--- src/rtl/uart_tx_scheduler_pkg.sv ---
// Shared types, constants and helpers for the packetising UART TX scheduler.
package uart_tx_scheduler_pkg;

  typedef enum logic [1:0] {
    IDLE    = 2'd0,
    HDR     = 2'd1,
    PAYLOAD = 2'd2,
    CSUM    = 2'd3
  } state_e;

  localparam logic [7:0] HDR_MARK = 8'hA0;

  typedef struct packed {
    logic [7:0] data;
    logic       last;
  } req_beat_t;

  function automatic int unsigned id_width(input int unsigned n);
    return (n > 1) ? $clog2(n) : 1;
  endfunction

  function automatic logic [7:0] hdr_byte(input logic [2:0] id);
    return HDR_MARK | {5'b0, id};
  endfunction

  function automatic logic [7:0] csum_next(input logic [7:0] csum, input logic [7:0] b);
    return csum ^ b;
  endfunction

endpackage

--- src/rtl/uart_tx_scheduler_if.sv ---
// Requester and serialiser signals of the UART TX scheduler.
interface uart_tx_scheduler_if
  import uart_tx_scheduler_pkg::*;
#(
  parameter int unsigned NUM_REQ = 2
);
  localparam int unsigned ID_W = id_width(NUM_REQ);

  logic [NUM_REQ-1:0]   req_valid;
  logic [8*NUM_REQ-1:0] req_data;
  logic [NUM_REQ-1:0]   req_last;
  logic [NUM_REQ-1:0]   req_ready;
  logic [7:0]           uart_byte;
  logic                 uart_valid;
  logic                 uart_ready;
  logic                 uart_done;
  logic [ID_W-1:0]      grant_id;
  logic                 busy;

  // Scheduler side
  modport master (
    input  req_valid, req_data, req_last, uart_ready, uart_done,
    output req_ready, uart_byte, uart_valid, grant_id, busy
  );

  // Requesters and serialiser side
  modport slave (
    output req_valid, req_data, req_last, uart_ready, uart_done,
    input  req_ready, uart_byte, uart_valid, grant_id, busy
  );

endinterface

--- src/rtl/uart_tx_scheduler_rr_arbiter.sv ---
// Combinational round-robin pick: first requester at or after ptr, wrapping.
module uart_tx_scheduler_rr_arbiter
  import uart_tx_scheduler_pkg::*;
#(
  parameter int unsigned NUM_REQ = 2,
  parameter int unsigned ID_W    = id_width(NUM_REQ)
) (
  input  logic [NUM_REQ-1:0] req,
  input  logic [ID_W-1:0]    ptr,
  output logic [NUM_REQ-1:0] gnt_c,
  output logic [ID_W-1:0]    idx_c,
  output logic               any_c
);

  // Pass one covers ptr..NUM_REQ-1, pass two wraps to the lowest index.
  always_comb begin
    gnt_c = '0;
    idx_c = '0;
    any_c = 1'b0;
    for (int k = 0; k < int'(NUM_REQ); k++) begin
      if (!any_c && req[k] && (k >= int'(ptr))) begin
        any_c    = 1'b1;
        gnt_c[k] = 1'b1;
        idx_c    = ID_W'(k);
      end
    end
    for (int k = 0; k < int'(NUM_REQ); k++) begin
      if (!any_c && req[k]) begin
        any_c    = 1'b1;
        gnt_c[k] = 1'b1;
        idx_c    = ID_W'(k);
      end
    end
  end

endmodule

--- src/rtl/uart_tx_scheduler.sv ---
// Shares one UART serialiser between NUM_REQ requesters, one framed packet
// (header, payload, XOR checksum) at a time with round-robin grant.
module uart_tx_scheduler
  import uart_tx_scheduler_pkg::*;
#(
  parameter int unsigned NUM_REQ = 2,
  parameter int unsigned MAX_LEN = 16
) (
  input logic              clk,
  input logic              rst_n,
  uart_tx_scheduler_if.master bus
);

  localparam int unsigned ID_W  = id_width(NUM_REQ);
  localparam int unsigned LEN_W = $clog2(MAX_LEN + 1);

  state_e               state_q, state_d;
  logic                 in_flight_q;
  logic [LEN_W-1:0]     len_q;
  logic                 last_q;
  logic [7:0]           csum_q;
  logic [ID_W-1:0]      ptr_q;
  logic [ID_W-1:0]      grant_q;
  logic [NUM_REQ-1:0]   grant_oh_q;
  logic [7:0]           uart_byte_q;
  logic                 uart_valid_q;
  logic [NUM_REQ-1:0]   req_ready_q;
  logic                 busy_q;

  logic [NUM_REQ-1:0]   arb_gnt_c;
  logic [ID_W-1:0]      arb_idx_c;
  logic                 arb_any_c;
  logic                 sel_valid_c;
  req_beat_t            sel_beat_c;
  logic                 can_issue_c;
  logic                 done_c;
  logic                 grab_c;
  logic                 issue_c;
  logic                 take_c;
  logic [7:0]           issue_byte_c;

  uart_tx_scheduler_rr_arbiter #(
    .NUM_REQ (NUM_REQ),
    .ID_W    (ID_W)
  ) u_arb (
    .req   (bus.req_valid),
    .ptr   (ptr_q),
    .gnt_c (arb_gnt_c),
    .idx_c (arb_idx_c),
    .any_c (arb_any_c)
  );

  // Granted requester's beat.
  always_comb begin
    sel_valid_c = 1'b0;
    sel_beat_c  = '0;
    for (int k = 0; k < int'(NUM_REQ); k++) begin
      if (grant_oh_q[k]) begin
        sel_valid_c     = bus.req_valid[k];
        sel_beat_c.data = bus.req_data[8*k +: 8];
        sel_beat_c.last = bus.req_last[k];
      end
    end
  end

  // No issue in the uart_done cycle, so one byte per done even if ready drops late.
  assign can_issue_c = bus.uart_ready && !in_flight_q && !bus.uart_done;
  assign done_c      = bus.uart_done && in_flight_q;

  always_ff @(posedge clk or negedge rst_n) begin
    if (!rst_n) state_q <= IDLE;
    else        state_q <= state_d;
  end

  always_comb begin
    state_d = state_q;
    case (state_q)
      IDLE:    if (arb_any_c) state_d = HDR;
      HDR:     if (done_c) state_d = PAYLOAD;
      PAYLOAD: if (done_c && (last_q || (len_q == LEN_W'(MAX_LEN)))) state_d = CSUM;
      CSUM:    if (done_c) state_d = IDLE;
      default: state_d = IDLE;
    endcase
  end

  always_comb begin
    grab_c       = 1'b0;
    issue_c      = 1'b0;
    take_c       = 1'b0;
    issue_byte_c = '0;
    case (state_q)
      IDLE: grab_c = arb_any_c;
      HDR: begin
        if (can_issue_c) begin
          issue_c      = 1'b1;
          issue_byte_c = hdr_byte(3'(grant_q));
        end
      end
      PAYLOAD: begin
        if (can_issue_c && sel_valid_c) begin
          issue_c      = 1'b1;
          take_c       = 1'b1;
          issue_byte_c = sel_beat_c.data;
        end
      end
      CSUM: begin
        if (can_issue_c) begin
          issue_c      = 1'b1;
          issue_byte_c = csum_q;
        end
      end
      default: ;
    endcase
  end

  // Datapath and registered outputs.
  always_ff @(posedge clk or negedge rst_n) begin
    if (!rst_n) begin
      in_flight_q  <= 1'b0;
      len_q        <= '0;
      last_q       <= 1'b0;
      csum_q       <= '0;
      ptr_q        <= '0;
      grant_q      <= '0;
      grant_oh_q   <= '0;
      uart_byte_q  <= '0;
      uart_valid_q <= 1'b0;
      req_ready_q  <= '0;
      busy_q       <= 1'b0;
    end else begin
      uart_valid_q <= issue_c;
      req_ready_q  <= take_c ? grant_oh_q : '0;
      busy_q       <= (state_d != IDLE);

      if (issue_c)            in_flight_q <= 1'b1;
      else if (bus.uart_done) in_flight_q <= 1'b0;

      if (issue_c) uart_byte_q <= issue_byte_c;

      if (grab_c) begin
        grant_q    <= arb_idx_c;
        grant_oh_q <= arb_gnt_c;
        ptr_q      <= (arb_idx_c == ID_W'(NUM_REQ - 1)) ? '0 : arb_idx_c + ID_W'(1);
      end

      if (issue_c && (state_q == HDR)) csum_q <= issue_byte_c;
      else if (take_c)                 csum_q <= csum_next(csum_q, sel_beat_c.data);
      else if (done_c && (state_q == CSUM)) csum_q <= '0;

      if (take_c) begin
        len_q  <= len_q + LEN_W'(1);
        last_q <= sel_beat_c.last;
      end else if (done_c && (state_q == CSUM)) begin
        len_q  <= '0;
        last_q <= 1'b0;
      end
    end
  end

  assign bus.uart_byte  = uart_byte_q;
  assign bus.uart_valid = uart_valid_q;
  assign bus.req_ready  = req_ready_q;
  assign bus.grant_id   = grant_q;
  assign bus.busy       = busy_q;

endmodule

--- src/flat_wrapper.sv ---
// flat-port wrapper written by rule: the top's interface ports become plain ports
module uart_tx_scheduler_flat import uart_tx_scheduler_pkg::*;
#(
  parameter int unsigned NUM_REQ = 2,
  parameter int unsigned MAX_LEN = 16
)
  (clk, rst_n, bus_req_valid, bus_req_data, bus_req_last, bus_uart_ready, bus_uart_done, bus_req_ready, bus_uart_byte, bus_uart_valid, bus_grant_id, bus_busy);
  uart_tx_scheduler_if #(.NUM_REQ(NUM_REQ)) bus_i ();
  input logic clk;
  input logic rst_n;
  input wire logic [$bits(bus_i.req_valid)-1:0] bus_req_valid;
  input wire logic [$bits(bus_i.req_data)-1:0] bus_req_data;
  input wire logic [$bits(bus_i.req_last)-1:0] bus_req_last;
  input wire logic [$bits(bus_i.uart_ready)-1:0] bus_uart_ready;
  input wire logic [$bits(bus_i.uart_done)-1:0] bus_uart_done;
  output wire logic [$bits(bus_i.req_ready)-1:0] bus_req_ready;
  output wire logic [$bits(bus_i.uart_byte)-1:0] bus_uart_byte;
  output wire logic [$bits(bus_i.uart_valid)-1:0] bus_uart_valid;
  output wire logic [$bits(bus_i.grant_id)-1:0] bus_grant_id;
  output wire logic [$bits(bus_i.busy)-1:0] bus_busy;
  assign bus_i.req_valid = bus_req_valid;
  assign bus_i.req_data = bus_req_data;
  assign bus_i.req_last = bus_req_last;
  assign bus_i.uart_ready = bus_uart_ready;
  assign bus_i.uart_done = bus_uart_done;
  assign bus_req_ready = bus_i.req_ready;
  assign bus_uart_byte = bus_i.uart_byte;
  assign bus_uart_valid = bus_i.uart_valid;
  assign bus_grant_id = bus_i.grant_id;
  assign bus_busy = bus_i.busy;
  uart_tx_scheduler #(.NUM_REQ(NUM_REQ), .MAX_LEN(MAX_LEN)) u_core (.clk(clk), .rst_n(rst_n), .bus(bus_i));
endmodule
--- config.mk ---
export PLATFORM = sky130hd
export DESIGN_NAME = uart_tx_scheduler_flat
export DESIGN_NICKNAME = d
export VERILOG_FILES = /design/src/rtl/uart_tx_scheduler_pkg.sv /design/src/rtl/uart_tx_scheduler_if.sv /design/src/rtl/uart_tx_scheduler_rr_arbiter.sv /design/src/rtl/uart_tx_scheduler.sv /design/src/flat_wrapper.sv
export SDC_FILE = /design/constraint.sdc
export NUM_CORES = 1
export LEC_CHECK = 0
export BUFFER_PORTS_ARGS = -buffer_cell sky130_fd_sc_hd__buf_2
export CAP_MARGIN = 30
export CORE_AREA = 2 2 78 80
export DETAILED_ROUTE_END_ITERATION = 6
export DIE_AREA = 0 0 80 82
export GPL_ROUTABILITY_DRIVEN = 0
export HOLD_SLACK_MARGIN = 0.06
export PLACE_DENSITY = 0.51
export SYNTH_ARGS = -nofsm -noshare
export SYNTH_HDL_FRONTEND = slang
export SYNTH_HIERARCHICAL = 1
export SYNTH_SLANG_ARGS = --single-unit
export TNS_END_PERCENT = 5
--- constraint.sdc ---
create_clock -name clk -period 3.7 [get_ports clk]
set_input_delay 0.37 -clock clk [delete_from_list [all_inputs] [get_ports clk]]
set_output_delay 0.37 -clock clk [all_outputs]
set_load 0.01 [all_outputs]
==> impl_metrics.csv, run 1 <==
group,metric,value,unit
floorplan,dieArea,6560,um^2
routing,postRouteAntennaNets,0,
power_and_ir_drop,ir_drop,0.000114,V
global_route,grt_use_total,0.143,
timing,setup-tns-final,0,ns
cts,cts_resized,0,
critical_path,path_cells,"nand2_1 -> a2111oi_4 -> buf_4 -> mux2_2 -> mux2_2",
final_layout,area_delta_synth_final,17.3,%
critical_path,crit_type,"flop to flop",
timing,maxSlewHeadroom,0.467,
power_and_ir_drop,leakage,0.954,nW
global_route,grt_max_degree,34,
status,status,"completed",
cts,numCtsBuffers,5,
synth,ys_types,45,
timing,fin_crit_sh,0.621,
floorplan,core_area,5750,um^2
global_route,grt_pass1_wl,7010,um
floorplan,rows,28,
critical_path,r2r_slack,1.40,ns
synth,syn-num-nets,191,
timing,whs,0.158,ns
placed_design,port_buffers,36,
synth,netlist_area,1800,um^2
final_layout,drive_gt1_frac,0.315,
floorplan,ios,37,
worst_hold_path,hold_class,"primary input to async pin",
cts,cts-root-buf,"clkbuf_8",
critical_path,max_stage_delay,0.68,ns
global_route,antenna_found_initial,0,
cts,clkSinkCount,33,
routing,remaining_drc_errors,0,
timing,final-hold-violation-count,0,
timing,worst_pin_slew,0.798,ns
power_and_ir_drop,power.density,315,nW/um^2
routing,num_vias,1397,
floorplan,initial_core_util,0.313,
timing,setup_viol,0,
critical_path,cp_max_fo,18,
critical_path,required,3.86,ns
timing,period_needed,2.30,ns
final_layout,finalNetCount,226,
critical_path,slowest_stage,"dfrtp_1",
global_route,overflow,0,
cts,clkLatencyLatePin,0.28,ns
placed_design,numPlacedInstances,268,
synth,synthCells,165,
placed_design,dp_hpwl,3050,um
routing,dr.pass1.iters,4,
timing,finalMaxSlewViolations,0,
timing,setup_ws,1.40,ns
job,max-cap-violations,0,
cts,cts_setup_buffers,0,
cts,cts_tree,"yes",
floorplan,chipWidth,80,um
cts,hold_buffers,0,
critical_path,cpMostUsedCell,"mux2_2",
cts,path_clk_slew,0.07,ns
synth,synth-seq-area-share,0.460,
routing,initialDrtViolationCount,86,
global_route,grt_pass1_vias,1385,
routing,drt-total-wl,4220,um
routing,via_per_inst,5.08,
final_layout,n_antenna_cell,0,
critical_path,end_kind,"flop",
final_layout,finalNonFillerCells,275,
critical_path,start_kind,"flop",
synth,ys_seq_elements,33,
critical_path,path_buf_inv,1,
cts,cts_max_level,2,
synth,yosysWarningCount,6,
cts,clockBufferDepth,2,
synth,postSynthAreaPerCell,10.9,um^2
timing,rsz0062_at_grt,"no",
floorplan,die_y,82,um
timing,finClkSkew,0.00508,ns
power_and_ir_drop,p_total,663,uW
timing,fmax,435,MHz
critical_path,arrival,2.46,ns
placed_design,post-place-ws,1.41,ns
final_layout,fillCellCount,614,
critical_path,crit_family,"flip-flops",
routing,wire_per_inst,15.4,um
==> area by class of cell <==
| cell class | instances | area (um^2) | share of cell area |
|---|---|---|---|
| Multi-Input combinational cell | 109 | 861 | 0.409 |
| Tap cell | 75 | 93.8 | 0.0445 |
| Inverter | 14 | 52.6 | 0.0249 |
| Clock buffer | 7 | 86.3 | 0.0410 |
| Timing Repair Buffer | 37 | 188 | 0.0891 |
| Sequential cell | 33 | 826 | 0.392 |
==> sequential cells by signal, indices dropped and copies added (netlist names), 2 cells and up <==
register and flops:
u_core/grant_oh_q 2, u_core/len_q 5, u_core/bus.uart_byte 8, u_core/state_q 2, u_core/csum_q 8, u_core/bus.req_ready 2
==> placed cells by master, fill, tap and decap left out, types with 3 or more instances in the layout <==
master / count
buf_2: 36
dfrtp_1: 33
inv_1: 13
mux2_2: 12
a21oi_1: 9
a22oi_1: 8
nand2_1: 7
nor2_1: 7
clkbuf_8: 6
mux2i_1: 6
nand3_1: 5
o21ai_0: 5
a221o_1: 5
o21ai_1: 4
xnor2_1: 3
a21boi_1: 3
==> layer usage <==
| metal | vias up | GRT usage | wire length, um |
|---|---|---|---|
| li1 | 683 | - | - |
| met2 | 39 | 0.197 | 1810 |
| met3 | 10 | 0.0374 | 237 |
| met5 | - | 0 | 0 |
| met4 | 0 | 0.0695 | 109 |
| met1 | 665 | 0.205 | 2060 |
==> where the power goes <==
part           internal, mW         switching (mW)  total, mW  leakage, nW
combinational        0.0122                 0.0185     0.0307        0.490
clock                 0.147                  0.124      0.272       0.0443
sequential            0.361  0.0000000000000000392      0.361        0.419
==> worst register-to-register path, stage by stage (launching register included) <==
cell       delay (ns)
dfrtp_1          0.68
nand2_1          0.26
a2111oi_4        0.33
buf_4            0.28
mux2_2           0.37
mux2_2           0.26
==> logic make-up (layout without fill, tap and decap cells) <==
family          count (synthesis)  after routing  share of synthesized area
compound gates                 54             54                      0.233
xor+xnor                        3              3                     0.0146
fa+ha+maj                       2              2                     0.0139
buf+inv                        23             58                     0.0613
mux                            19             19                      0.117
flops                          33             33                      0.460
simple gates                   31             31                      0.100
==> Yosys cell counts (all sizes together) <==
cell type / n / area share
nand2: 7 / 0.015
inv: 14 / 0.029
and3: 1 / 0.0042
or2: 1 / 0.0035
o21ai: 9 / 0.025
nor2b: 1 / 0.0035
o2bb2ai: 1 / 0.0049
nor3b: 1 / 0.0042
nor3: 2 / 0.0056
a222oi: 2 / 0.011
o32a: 1 / 0.0056
a221oi: 2 / 0.0098
dfrtp: 33 / 0.46
nor2: 7 / 0.015
and2: 3 / 0.011
a21oi: 9 / 0.025
o2111ai: 1 / 0.0049
buf: 4 / 0.022
a22oi: 8 / 0.033
o2bb2a: 1 / 0.0056
o21a: 2 / 0.0084
a2111o: 1 / 0.0063
a21boi: 3 / 0.013
mux2i: 6 / 0.033
ha: 2 / 0.014
xnor2: 3 / 0.015
a221o: 6 / 0.034
a2111oi: 1 / 0.015
or3b: 1 / 0.0049
a211oi: 1 / 0.0042
o211ai: 1 / 0.0042
nand3b: 1 / 0.011
a22o: 2 / 0.0098
mux2: 13 / 0.084
nand3: 5 / 0.014
o31a: 2 / 0.0098
o22ai: 1 / 0.0035
clkbuf: 5 / 0.010
nand4bb: 1 / 0.0091
==> per-stage QoR <==
| stage | cell area [um^2] | utilization |
|---|---|---|
| floorplan | 1800 | - |
| global placement | 2020 | 0.352 |
| detailed placement | 2020 | 0.352 |
| CTS | 2110 | 0.367 |
| global route | 2110 | 0.367 |
| finish | 2110 | 0.367 |
==> worst paths after layout <==
| path | endpoint | depth (start not counted) | start |
|---|---|---|---|
| worst min register to register | u_core/last_q | 1 | u_core/last_q |
| min in group clk | u_core/in_flight_q | 2 | bus_uart_done |
| worst max register to register | u_core/csum_q[3] | 5 | u_core/grant_oh_q[1] |
| worst min-delay path | u_core/grant_oh_q[0] | 1 | rst_n |
| max in group asynchronous | u_core/csum_q[4] | 1 | rst_n |
| worst max-delay path | u_core/csum_q[3] | 5 | u_core/grant_oh_q[1] |
Power figures use the tool's default switching activity.
==> run 2: changes to the inputs <==
--- a/config.mk
+++ b/config.mk
@@ -12,7 +12,7 @@
 export DIE_AREA = 0 0 80 82
 export GPL_ROUTABILITY_DRIVEN = 0
 export HOLD_SLACK_MARGIN = 0.06
-export PLACE_DENSITY = 0.51
+export PLACE_DENSITY = 0.53
 export SYNTH_ARGS = -nofsm -noshare
 export SYNTH_HDL_FRONTEND = slang
 export SYNTH_HIERARCHICAL = 1
==> constraint.sdc (replaced) <==
create_clock -name clk -period 2 [get_ports clk]
set_input_delay 0.2 -clock clk [delete_from_list [all_inputs] [get_ports clk]]
set_output_delay 0.2 -clock clk [all_outputs]
set_load 0.01 [all_outputs]
==> run 2 against run 1 <==
Against the previous run:
- non-clock buffer count rose by 15
- largest cell class unchanged
- worst hold slack improved by 0.081 ns
- power rose by 86%
- first-iteration DRC count rose by 30%
- critical endpoint unchanged
==> impl_metrics.csv, run 2 (same netlist as run 1, synthesis figures left out) <==
group,metric,value,unit
critical_path,path_buf_inv,1,
floorplan,rows,28,
timing,period_needed,1.94,ns
final_layout,drive_gt1_frac,0.367,
cts,cts-root-buf,"clkbuf_8",
power_and_ir_drop,p_switching,265,uW
routing,dr.pass1.iters,5,
timing,worst_pin_slew,0.770,ns
timing,final-hold-violation-count,0,
cts,cts_setup_buffers,0,
global_route,grt_max_degree,34,
final_layout,stdcell_area,2230,um^2
critical_path,crit_cells,5,
routing,via_per_inst,5.06,
floorplan,chipWidth,80,um
critical_path,cp_max_fo,8,
floorplan,die_y,82,um
routing,wire_per_inst,14.7,um
critical_path,startpoint,"u_core/in_flight_q",
worst_hold_path,whs_path_depth,3,
critical_path,arrival,2.11,ns
global_route,grt_pass1_wl,7200,um
critical_path,start_kind,"flop",
placed_design,dp_hpwl,3160,um
cts,numCtsBuffers,5,
routing,num_vias,1468,
cts,path_clk_slew,0.07,ns
global_route,overflow,0,
critical_path,critical_path.endpoint,"u_core/csum_q[3]",
power_and_ir_drop,p_int,967,uW
power_and_ir_drop,seqPwrFrac,0.542,
critical_path,max_stage_delay,0.42,ns
power_and_ir_drop,power_frac_clock,0.409,
critical_path,rr_endpoint,"u_core/csum_q[3]",
critical_path,crit_type,"flop to flop",
critical_path,cpMostUsedCell,"mux2_2",
floorplan,initial_core_util,0.313,
worst_hold_path,hold_class,"primary input to flop",
power_and_ir_drop,leakage,1.04,nW
timing,fin_crit_sh,0.972,
final_layout,final_cell_mix,"36 x buf_2, 33 x dfrtp_1, 14 x buf_4",
routing,postRouteAntennaNets,0,
power_and_ir_drop,pwr-share-comb,0.049,
final_layout,area_delta_synth_final,24.3,%
timing,finalMaxSlewViolations,0,
critical_path,r2r-start,"u_core/in_flight_q",
final_layout,n_antenna_cell,0,
floorplan,ios,37,
job,max-cap-violations,0,
critical_path,slowest_stage,"or3b_4",
routing,initialDrtViolationCount,112,
routing,remaining_drc_errors,0,
timing,maxSlewHeadroom,0.486,
placed_design,port_buffers,36,
critical_path,required,2.16,ns
global_route,grt_use_total,0.150,
timing,finClkSkew,0.00406,ns
power_and_ir_drop,power.density,552,nW/um^2
placed_design,dpl_cell_area,2130,um^2
routing,drt-total-wl,4270,um
cts,clkSinkCount,33,
cts,cts_max_level,2,
floorplan,core_area,5750,um^2
status,status,"completed",
global_route,antenna_found_initial,0,
floorplan,dieArea,6560,um^2
critical_path,path_cells,"or3b_4 -> a2111oi_4 -> buf_6 -> mux2_2 -> mux2_2",
critical_path,end_kind,"flop",
critical_path,r2r_slack,0.06,ns
cts,clkLatencyLatePin,0.28,ns
timing,fmax,514,MHz
timing,rsz0062_at_grt,"yes",
timing,setup_viol,0,
critical_path,crit_family,"multiplexers",
final_layout,finalNetCount,241,
final_layout,final_common_cell,"buf_2",
power_and_ir_drop,swShare,0.215,
global_route,grt_pass1_vias,1443,
power_and_ir_drop,ir_drop,0.000295,V
critical_path,reg2reg_depth,5,
timing,setup_ws,0.0554,ns
cts,cts_tree,"yes",
placed_design,post-place-ws,0.00554,ns
cts,clockBufferDepth,2,
## run 2: changes by cell type in the layout (fill, tap and decap cells not counted)
| cell | change |
|---|---|
| or3b_1 | -1 |
| dlygate4sd3_1 | +1 |
| buf_6 | +1 |
| mux2_4 | +1 |
| buf_4 | +13 |
| mux2_2 | -1 |
| a2111o_2 | +1 |
| or3b_4 | +1 |
| a2111o_1 | -1 |
## run 2: worst min path at each step
stage	start	endpoint
2_1_floorplan	rst_n	u_core/bus.busy
3_3_place_gp	rst_n	u_core/bus.grant_id
3_5_place_dp	rst_n	u_core/bus.grant_id
4_1_cts	bus_req_last[0]	u_core/last_q
5_1_grt	bus_req_last[0]	u_core/last_q
6_report	bus_req_last[0]	u_core/last_q
## run 2: power by group through the flow
stage          clock network, mW  logic [mW]  registers, mW
2_1_floorplan                  0      0.0138          0.680
3_5_place_dp                   0      0.0597          0.680
5_1_grt                    0.551      0.0702          0.667
6_report                   0.504      0.0606          0.667
3_3_place_gp                   0      0.0597          0.680
4_1_cts                    0.527      0.0615          0.667
## run 2: what timing repair did
item / in CTS / in global routing
cloned: 0 / 0
resized for setup: 1 / 3
endpoints found under the hold margin: 33 / 0
hold buffers: 1 / 0
setup endpoints to repair: 2 / 7
## run 2: worst min-delay path, cell delays in order
cell,delay [ns]
buf_2,0.08
a22oi_1,0.06
o2bb2ai_1,0.14
## run 2: area by class of cell
cell class                      count  area [um^2]
Tap cell                           75         93.8
Multi-Input combinational cell    109          868
Clock buffer                        7         86.3
Inverter                           14         52.6
Fill cell                         613         3510
Sequential cell                    33          826
Timing Repair Buffer               52          307
## run 2: through the flow
| step | hold WS [ns] | setup TNS [ns] | utilization | power, mW | std cells |
|---|---|---|---|---|---|
| after floorplan | -0.0956 | -0.0708 | - | 0.694 | 165 |
| after global placement | 0.321 | 0 | 0.370 | 0.740 | 282 |
| after detailed placement | 0.321 | 0 | 0.370 | 0.740 | 282 |
| after CTS | 0.233 | 0 | 0.387 | 1.26 | 290 |
| after global routing | 0.233 | -0.0773 | 0.389 | 1.29 | 290 |
| final | 0.239 | 0 | 0.389 | 1.23 | 290 |
## run 2: metal layers
layer  routed length (um)  track usage  vias up  part of all wire
met5                    0            0        -                 0
met3                  177       0.0319        4             0.041
met4                   76       0.0712        0             0.018
met1                 2020        0.202      715              0.47
met2                 2000        0.229       38              0.47
li1                     -            -      711                 -
==> run 3: changes to the inputs <==
--- a/config.mk
+++ b/config.mk
@@ -7,12 +7,12 @@
 export LEC_CHECK = 0
 export BUFFER_PORTS_ARGS = -buffer_cell sky130_fd_sc_hd__buf_2
 export CAP_MARGIN = 30
-export CORE_AREA = 2 2 78 80
+export CORE_AREA = 2 2 64 66
 export DETAILED_ROUTE_END_ITERATION = 6
-export DIE_AREA = 0 0 80 82
+export DIE_AREA = 0 0 66 68
 export GPL_ROUTABILITY_DRIVEN = 0
 export HOLD_SLACK_MARGIN = 0.06
-export PLACE_DENSITY = 0.53
+export PLACE_DENSITY = 0.73
 export SYNTH_ARGS = -nofsm -noshare
 export SYNTH_HDL_FRONTEND = slang
 export SYNTH_HIERARCHICAL = 1
==> run 3 against run 2 <==
Against the previous run:
- non-clock buffer count increased by 2
- clock power barely moved
- routed wire length fell by 4.1%
- final cell count decreased by 7.9%
- worst hold slack better by 0.0024 ns
- largest power group unchanged
==> impl_metrics.csv, run 3 (same netlist as run 1, synthesis figures left out) <==
group,metric,value,unit
status,status,"completed",
timing,maxSlewHeadroom,0.513,
timing,setup_viol,0,
floorplan,ios,37,
critical_path,crit_family,"multiplexers",
critical_path,rr_endpoint,"u_core/csum_q[3]",
cts,numCtsBuffers,5,
critical_path,cpMostUsedCell,"mux2_4",
critical_path,end_kind,"flop",
timing,worst_pin_slew,0.730,ns
critical_path,arrival,2.15,ns
critical_path,slowest_stage,"or3b_4",
global_route,met3_usage,0.0428,
routing,dr.pass1.iters,5,
power_and_ir_drop,p_total,1.23,mW
global_route,overflow,0,
global_route,grt.met2_usage,0.331,
timing,fmax,503,MHz
final_layout,finalNetCount,243,
job,max-cap-violations,0,
timing,setup_ws,0.0120,ns
global_route,grt-busiest-layer,"met2",
floorplan,chipWidth,66,um
worst_hold_path,whs_path_depth,3,
cts,cts_max_level,2,
power_and_ir_drop,pwr-share-comb,0.050,
final_layout,fillCellCount,339,
floorplan,die_y,68,um
power_and_ir_drop,seqPwrFrac,0.542,
power_and_ir_drop,power.density,552,nW/um^2
power_and_ir_drop,swShare,0.214,
routing,postRouteAntennaNets,0,
cts,path_clk_slew,0.07,ns
critical_path,path_cells,"or3b_4 -> a2111oi_4 -> buf_4 -> mux2_4 -> mux2_4",
power_and_ir_drop,p_int,969,uW
global_route,grt_use_total,0.201,
floorplan,dieArea,4490,um^2
final_layout,final_cell_mix,"36 x buf_2, 33 x dfrtp_1, 17 x buf_4",
critical_path,start_kind,"flop",
routing,drt-total-wl,4100,um
global_route,grt_pass1_wl,6770,um
worst_hold_path,min_to,"u_core/last_q",
final_layout,drive_gt1_frac,0.373,
floorplan,rows,23,
global_route,antenna_found_initial,0,
global_route,grt_max_degree,34,
critical_path,cp_max_fo,5,
timing,period_needed,1.99,ns
placed_design,post-place-ws,0.0485,ns
critical_path,r2r_slack,0.01,ns
worst_hold_path,hold_class,"primary input to flop",
routing,via_per_inst,5.57,
floorplan,initial_core_util,0.466,
cts,cts_tree,"yes",
worst_hold_path,hold_path_startpoint,"bus_req_last[0]",
placed_design,dp_hpwl,3020,um
timing,finClkSkew,0.00450,ns
routing,initialDrtViolationCount,85,
floorplan,core_area,3860,um^2
timing,fin_crit_sh,0.994,
power_and_ir_drop,leakage,1.06,nW
critical_path,reg2reg_depth,5,
routing,wire_per_inst,15.4,um
cts,cts-root-buf,"clkbuf_8",
critical_path,max_stage_delay,0.41,ns
placed_design,port_buffers,36,
critical_path,r2r-start,"u_core/in_flight_q",
critical_path,crit_type,"flop to flop",
routing,remaining_drc_errors,0,
timing,rsz0062_at_grt,"yes",
power_and_ir_drop,p_switching,263,uW
routing,num_vias,1486,
power_and_ir_drop,ir_drop,0.000267,V
final_layout,final_common_cell,"buf_2",
critical_path,path_buf_inv,1,
power_and_ir_drop,power_frac_clock,0.408,
global_route,grt_use_met1,0.260,
timing,final-hold-violation-count,0,
final_layout,stdcell_area,2230,um^2
placed_design,dpl_cell_area,2090,um^2
cts,clkSinkCount,33,
final_layout,n_antenna_cell,0,
cts,clkLatencyLatePin,0.28,ns
global_route,grt_pass1_vias,1457,
final_layout,area_delta_synth_final,24.3,%
timing,finalMaxSlewViolations,0,
cts,clockBufferDepth,2,
critical_path,required,2.16,ns
-- run 3: changes by cell type in the layout (fill, tap and decap cells not counted), sizes merged --
cell  previous run  this run
buf             51        53
-- run 3: stage by stage --
stage               instances  hold slack, ns   util  setup TNS [ns]
global placement          256           0.308  0.541               0
detailed placement        256           0.311  0.541               0
CTS                       264           0.237  0.566               0
finish                    267           0.242  0.579               0
floorplan                 165         -0.0956      -         -0.0708
global route              267           0.245  0.579          -0.148
-- run 3: worst reg2reg max path: stages, from the launching register on --
cell and delay (ns):
dfrtp_1 0.39, or3b_4 0.41, a2111oi_4 0.31, buf_4 0.20, mux2_4 0.30, mux2_4 0.26
-- run 3: final cells by class --
| cell class | instances | area [um^2] | area share |
|---|---|---|---|
| Multi-Input combinational cell | 109 | 888 | 0.398 |
| Sequential cell | 33 | 826 | 0.370 |
| Timing Repair Buffer | 54 | 318 | 0.142 |
| Clock buffer | 7 | 86.3 | 0.0387 |
| Tap cell | 50 | 62.6 | 0.0280 |
| Inverter | 14 | 52.6 | 0.0235 |
-- run 3: power groups by stage --
stage	registers (mW)	logic (mW)	clock network, mW
after floorplan	0.680	0.0138	0
after global placement	0.680	0.0573	0
after detailed placement	0.680	0.0582	0
after CTS	0.667	0.0596	0.517
after global routing	0.667	0.0692	0.547
final	0.667	0.0616	0.503
-- run 3: worst max path at each step --
stage	depth (start not counted)	endpoint	from	slack (ns)
2_1_floorplan	5	u_core/csum_q[2]	u_core/in_flight_q	-0.02
3_3_place_gp	4	u_core/csum_q[2]	u_core/in_flight_q	0.09
3_5_place_dp	4	u_core/csum_q[2]	u_core/in_flight_q	0.05
4_1_cts	4	u_core/csum_q[2]	u_core/in_flight_q	0.03
5_1_grt	5	u_core/csum_q[3]	u_core/in_flight_q	-0.04
6_report	5	u_core/csum_q[3]	u_core/in_flight_q	0.01
-- run 3: repair_timing --
item                                    in CTS  in global routing
hold buffers                                 1                  0
buffers inserted                             0                  3
resized for setup                            0                  8
endpoints found under the setup margin       0                  5
endpoints found under the hold margin       33                  0
-- run 3: per-layer routing --
layer / vias up / share of wire
met1: 732 / 0.46
met3: 5 / 0.039
li1: 716 / -
met5: - / 0
met2: 33 / 0.49
met4: 0 / 0.012
